===== config.mk =====
export PLATFORM = sky130hd
export DESIGN_NAME = result_uart_sender
export DESIGN_NICKNAME = d
export VERILOG_FILES = /design/src/rtl/result_uart_sender.sv
export SDC_FILE = /design/constraint.sdc
export NUM_CORES = 1
export LEC_CHECK = 0
export CORE_ASPECT_RATIO = 2
export CORE_UTILIZATION = 45
export CTS_CLUSTER_SIZE = 24
export DETAILED_ROUTE_END_ITERATION = 7
export GPL_TIMING_DRIVEN = 0
export PLACE_DENSITY = 0.72
export SLEW_MARGIN = 10
export SYNTH_ARGS = -nofsm -noshare
export SYNTH_HDL_FRONTEND = slang
export SYNTH_SLANG_ARGS = --single-unit
export TNS_END_PERCENT = 10

===== constraint.sdc =====
create_clock -name CLK100MHZ -period 3.6 [get_ports CLK100MHZ]
set_input_delay 0.54 -clock CLK100MHZ [delete_from_list [all_inputs] [get_ports CLK100MHZ]]
set_output_delay 0.54 -clock CLK100MHZ [all_outputs]
set_load 0.05 [all_outputs]

===== src/rtl/result_uart_sender.sv =====
// Result word UART transmitter: serialises each captured word LSB byte first
// (8N1), with a one-entry pending buffer and a sticky overrun flag.
module result_uart_sender #(
   parameter int unsigned CLK_FREQUENCY = 100_000_000,
   parameter int unsigned BAUD_RATE     = 115_200,
   parameter int unsigned NBYTES        = 4
) (
   input  logic                  CLK100MHZ,
   input  logic                  CPU_RESETN,
   input  logic [8*NBYTES-1:0]   data32,
   input  logic                  flag_ready32,
   output logic                  UART_TX,
   output logic                  flag_sent32,
   output logic                  busy,
   output logic                  overrun
);

   localparam int unsigned BAUD_DIV = CLK_FREQUENCY / BAUD_RATE;
   localparam int unsigned CNT_W    = $clog2(BAUD_DIV + 1);
   localparam int unsigned BYTE_W   = $clog2(NBYTES + 1);
   localparam int unsigned WORD_W   = 8 * NBYTES;
   localparam logic [CNT_W-1:0]  CNT_LAST  = CNT_W'(BAUD_DIV - 1);
   localparam logic [BYTE_W-1:0] BYTE_LAST = BYTE_W'(NBYTES - 1);

   typedef enum logic [2:0] {S_IDLE, S_START, S_DATA, S_STOP, S_DONE} state_t;

   state_t              r_state;
   logic [CNT_W-1:0]    r_baud_cnt;
   logic [2:0]          r_bit_idx;
   logic [BYTE_W-1:0]   r_byte_idx;
   logic [WORD_W-1:0]   r_shift;
   logic [WORD_W-1:0]   r_pend_data;
   logic                r_pend_vld;
   logic                r_tx;
   logic                r_sent;
   logic                r_overrun;

   logic                w_bit_end;
   logic                w_in_frame;

   assign w_bit_end  = (r_baud_cnt == CNT_LAST);
   assign w_in_frame = (r_state == S_START) || (r_state == S_DATA) || (r_state == S_STOP);

   // The current byte always sits in r_shift[7:0]; eight right shifts per byte
   // bring the next byte into place, so no byte-select mux is needed.
   always_ff @(posedge CLK100MHZ or negedge CPU_RESETN) begin
      if (!CPU_RESETN) begin
         r_state     <= S_IDLE;
         r_baud_cnt  <= '0;
         r_bit_idx   <= '0;
         r_byte_idx  <= '0;
         r_shift     <= '0;
         // NOTE: the pending data register is reset along with its valid bit so
         // that no X can ever reach the line, even though only r_pend_vld matters.
         r_pend_data <= '0;
         r_pend_vld  <= 1'b0;
         r_tx        <= 1'b1;
         r_sent      <= 1'b0;
         r_overrun   <= 1'b0;
      end else begin
         // NOTE: non-blocking assignments throughout; later assignments in this
         // block deliberately override the defaults set here.
         r_sent <= 1'b0;
         if (w_in_frame)
            r_baud_cnt <= w_bit_end ? '0 : r_baud_cnt + 1'b1;

         if (w_in_frame && flag_ready32) begin
            if (!r_pend_vld) begin
               r_pend_data <= data32;
               r_pend_vld  <= 1'b1;
            end else begin
               r_overrun <= 1'b1;
            end
         end

         case (r_state)
            S_IDLE: begin
               r_tx <= 1'b1;
               if (flag_ready32) begin
                  r_shift    <= data32;
                  r_byte_idx <= '0;
                  r_baud_cnt <= '0;
                  r_tx       <= 1'b0;
                  r_state    <= S_START;
               end
            end
            S_START: begin
               if (w_bit_end) begin
                  r_bit_idx <= '0;
                  r_tx      <= r_shift[0];
                  r_state   <= S_DATA;
               end
            end
            S_DATA: begin
               if (w_bit_end) begin
                  r_shift <= r_shift >> 1;
                  if (r_bit_idx == 3'd7) begin
                     r_tx    <= 1'b1;
                     r_state <= S_STOP;
                  end else begin
                     r_bit_idx <= r_bit_idx + 3'd1;
                     r_tx      <= r_shift[1];
                  end
               end
            end
            S_STOP: begin
               if (w_bit_end) begin
                  if (r_byte_idx < BYTE_LAST) begin
                     r_byte_idx <= r_byte_idx + 1'b1;
                     r_tx       <= 1'b0;
                     r_state    <= S_START;
                  end else begin
                     r_sent  <= 1'b1;
                     r_state <= S_DONE;
                  end
               end
            end
            S_DONE: begin
               r_byte_idx <= '0;
               r_baud_cnt <= '0;
               if (r_pend_vld) begin
                  // Pending slot is drained now, so a same-cycle request refills it.
                  r_shift    <= r_pend_data;
                  r_pend_vld <= flag_ready32;
                  if (flag_ready32)
                     r_pend_data <= data32;
                  r_tx    <= 1'b0;
                  r_state <= S_START;
               end else if (flag_ready32) begin
                  r_shift <= data32;
                  r_tx    <= 1'b0;
                  r_state <= S_START;
               end else begin
                  r_state <= S_IDLE;
               end
            end
            default: r_state <= S_IDLE;
         endcase
      end
   end

   assign UART_TX     = r_tx;
   assign flag_sent32 = r_sent;
   assign overrun     = r_overrun;
   assign busy        = (r_state != S_IDLE) || r_pend_vld;

endmodule


* Word level (Yosys, flattened, before mapping) *
Cells that the tools add are included.
Widths: inputs -> output; s select.

storage, ports and cells
  memories = 0
  register bits = 87
  bits of input ports = 35
  logic and storage cells = 89
  latch bits = 0
  bits in read-only memories = 0
  output and inout bits = 4
  RAM bits = 0

cells by class
  eq/ne operators = 14
  magnitude comparators = 1
  add/sub/neg operators = 3
  multipliers = 0
  shift-type cells = 0
  bitwise logic cells = 0
  reductions and logical operators = 16
  multiplexer cells = 45
  divide/modulo/power cells = 0

operators by type and width
  operator               number
  $mux 32                8
  $pmux 32 s3            1
  $mux 3                 12
  $mux 10                3
  $pmux 10 s2            1
  $mux 1                 16
  $pmux 3 s5             1
  $add 10x1->10 const B  1
  $eq 10x10->1 const B   1
  $ne 2x2->1 const B     5
  $pmux 3 s3             1
  $reduce_bool 3->1      3
  $reduce_and 4->1       2
  $add 3x1->3 const B    2
  $eq 3x2->1 const B     2
  $eq 3x3->1 const B     2
  $pmux 3 s2             1
  $reduce_and 6->1       1
  $pmux 1 s5             1
  $reduce_and 5->1       1
  $reduce_bool 5->1      1
  $ne 2x1->1 const B     2
  $reduce_and 2->1       2
  $eq 3x1->1 const B     1
  6 further kinds        8

* Depth between registers and ports, before layout *
  depth after elaboration = 8
  depth in mapped cells = 7
  depth with buffers taken out = 6

* Least setup slack after synthesis *
Ideal clock, no wire load.

  path kind = register to output
  start = register r_state[0]
  end = output port busy
  slack = 1581 ps
  buffers on the path = 2
  data required time = 3060 ps
  stages on the path, launching flop included = 5
  arrival = 1479 ps
  cells stage by stage = dfrtp_1 -> buf_2 -> or2_2 -> clkbuf_1 -> or3_1

on the way
  cells in the longest elaborated chain, start to end = 2

ends and longest elaborated chain
  item                      RTL line  RTL
  start: declaration        27        state_t r_state;
  start signal: assignment  48        r_state <= S_IDLE;
  start signal: assignment  84        r_state <= S_START;
  start signal: assignment  91        r_state <= S_DATA;
  $reduce_bool 3->1         145       assign busy = (r_state != S_IDLE) || r_pend_vld;
  $logic_or 1x1->1          145
  end: declaration          14        output logic busy,

Every way passes these cells.

* Worst setup path in the final report *
Same ends and word-level chain as after synthesis.

==> results by group <==
CTS
  • Post-CTS setup buffer count: 0
  • Sink Count: 87
  • CTS Hold Bufs: 0
  • Maximum root-to-sink buffer count: 2
  • H-tree depth: 3
  • Num CTS Buffers: 9
  • CTS tree: done
  • Root Buffer: clkbuf_16
  • Worst-Skew Late Latency: 340 ps
  • Clock transition at the registers of the reported paths: 70 ps
  • Post-CTS sizing: 0

Synthesis
  • Synth Warn #: 0
  • Net count after synthesis: 373
  • Synth area leader: dfrtp_1
  • Synth Instances: 334
  • Post-Syn Area: 4180 µm²
  • Avg Cell Area, Syn: 12.5 µm²
  • Post-synthesis register bit count: 87
  • Yosys top cell area share: 51.5%
  • Async S/R FF share, synth: 100%
  • Synth Flop Type: dfrtp_1
  • Synth top area cells: dfrtp_1 (52%), mux2_2 (8.6%), a222oi_1 (7.4%)
  • Post-synth cell types: 54
  • Register area share after synthesis: 52.1%
  • Number of enable flip-flop cells after synthesis: 0

STA
  • # setup viols final: 0
  • Fin. Hold Viols: 0
  • Worst Skew: 10.7 ps
  • Worst hold margin: 175 ps
  • Minimum clock period: 3040 ps
  • Unrepaired setup endpoints after global routing: false
  • Tightest Pin Transition: 642 ps
  • Fmax: 0.329 GHz
  • Slew Viols, Final: 0
  • Slack of the critical path: 561 ps
  • Part of the cycle the worst path needs: 84.4%
  • Slew headroom: 56.9%

Floorplanning
  • Die Width: 70.1 µm
  • Core ar.: 9010 µm²
  • Cell row count: 49
  • Starting Density: 46.4%
  • Die span in y: 138 µm
  • I/O pins: 39
  • Total die area: 9700 µm²

Final layout
  • Layout cells sized above 1: 22.4%
  • Diode count: 0
  • Total Nets Final: 423
  • Area growth, synth to finish: 20.3%

Power
  • Total power: 2.84 mW
  • PD cells: 565 nW/µm²
  • Worst VDD drop: 0.000358 V
  • Cell leakage power: 2.08 nW

Global route
  • GRT Util Overall: 21.3%
  • Vias in the first global route: 3296
  • First-pass GRT wire length: 16.3 mm
  • Pin count of the biggest net entering global routing: 49
  • Antenna violations before repair: 0
  • Grt total ovfl: 0

Detailed routing
  • Drt pass-1 iters: 7
  • Post-route DRC: 0
  • Initial DRC Count: 356
  • Vias per cell: 6.28
  • Vias after detailed routing: 3084
  • Post-Route WL: 9.54 mm
  • DRT antenna net count: 0
  • Routed WL per cell: 19.4 µm

Critical path
  • CP startpoint kind: register
  • Worst R2R Start: r_baud_cnt[1]
  • Kind of critical path: register to primary output
  • Crit. End Element: primary output
  • R2R Setup Slk: 1390 ps
  • FF-to-FF End: r_baud_cnt[6]
  • Arrival time worst endpoint: 2500 ps
  • Worst setup path startpoint: r_state[0]
  • Max Fanout on Critical Path: 10
  • R2R depth: 5
  • End point of the critical path: busy
  • Worst endpoint required time: 3060 ps

Place
  • Detailed-placement wirelength estimate: 6.89 mm
  • Pre-CTS WS: 938 ps
  • Routability congestion estimate: 0.892
  • Port bufs: 38

Outcome
  • Status: finished clean

Min path
  • Min-Delay Path Class: primary input to async pin

Run
  • Max cap viols: 0
[logic make-up after synthesis]
logic type | Yosys count | share of synthesized area [%]
AO/OA/AOI/OAI | 108 | 23.1
flip-flops | 87 | 52.1
AND/OR/NAND/NOR | 61 | 8.60
multiplexers | 33 | 8.89
buffers and inverters | 32 | 4.16
XOR/XNOR | 9 | 1.89
adder cells (fa/ha/maj) | 4 | 1.20
[registers in the layout, summed over array words and instances, names as in the netlist, 3 cells and up]
register     cells
r_pend_data     32
r_byte_idx       3
r_bit_idx        3
r_shift         32
r_baud_cnt      10
r_state          3
[worst min path at each step]
| stage | start | end | depth (start not counted) |
|---|---|---|---|
| 2_1_floorplan | CPU_RESETN | flag_sent32 | 0 |
| 3_3_place_gp | overrun | overrun | 1 |
| 3_5_place_dp | r_shift[26] | r_shift[26] | 1 |
| 4_1_cts | CPU_RESETN | r_baud_cnt[3] | 1 |
| 5_1_grt | CPU_RESETN | r_baud_cnt[3] | 1 |
| 6_report | CPU_RESETN | r_pend_vld | 1 |
[worst max-delay path, cell delays in order (launching register included)]
cell	delay [ps]
dfrtp_1	360
buf_2	160
or2_2	330
clkbuf_1	240
or3_1	370
clkdlybuf4s50_1	700
[report_power, final]
group	switching, mW	internal, mW
registers	0.161	1.19
clock network	0.375	0.605
logic	0.214	0.287
total	0.750	2.09
[cell usage in the layout (no fill, tap or decap), types with 4 or more instances in the layout]
cell	synthesis	final
a21oi_1	10	10
a222oi_1	31	31
a31oi_1	5	5
buf_2	10	10
buf_4	5	6
clkbuf_1	10	11
clkbuf_16	0	9
clkdlybuf4s50_1	0	37
dfrtp_1	86	86
ha_1	4	4
inv_1	4	4
mux2_2	32	32
nand2_1	5	5
nand3_1	4	4
nor2_1	20	20
nor3_1	6	6
nor3b_1	5	5
o21ai_0	9	9
o2bb2ai_1	22	22
o2bb2ai_2	10	10
xnor2_1	8	8
[metrics by stage]
| stage | TNS [ps] | instances | util (%) | instance area, µm² |
|---|---|---|---|---|
| 2_1_floorplan | 0 | 334 | - | 4180 |
| 3_3_place_gp | -91220 | 474 | 52.0 | 4690 |
| 3_5_place_dp | 0 | 475 | 52.3 | 4710 |
| 4_1_cts | 0 | 491 | 55.8 | 5020 |
| 5_1_grt | 0 | 491 | 55.8 | 5020 |
| 6_report | 0 | 491 | 55.8 | 5020 |
[cell type report]
class                      instances  area, µm²
tap                              102        128
sequential                        87       2180
buffer                            28        159
timing repair buffer              39        405
inverter                           4       15.0
clock inverter                     6       85.1
multi-input combinational        215       1830
fill                             770       3990
clock buffer                      10        229
[Yosys cell counts, types with 6 or more instances]
| library cell | count |
|---|---|
| o2bb2ai_2 | 10 |
| clkbuf_1 | 10 |
| o2bb2ai_1 | 22 |
| o21ai_0 | 9 |
| nor2_1 | 20 |
| xnor2_1 | 8 |
| a21oi_1 | 10 |
| a222oi_1 | 31 |
| mux2_2 | 32 |
| buf_2 | 10 |
| dfrtp_1 | 86 |
| nor3_1 | 6 |
[routing by layer]
metal | track usage, % | part of all wire (%)
met1 | 24.7 | 37
met4 | 12.2 | 4.2
met3 | 2.70 | 3.3
met5 | 0 | 0
met2 | 37.0 | 55
Note: power is estimated with default switching activity, not from simulation.
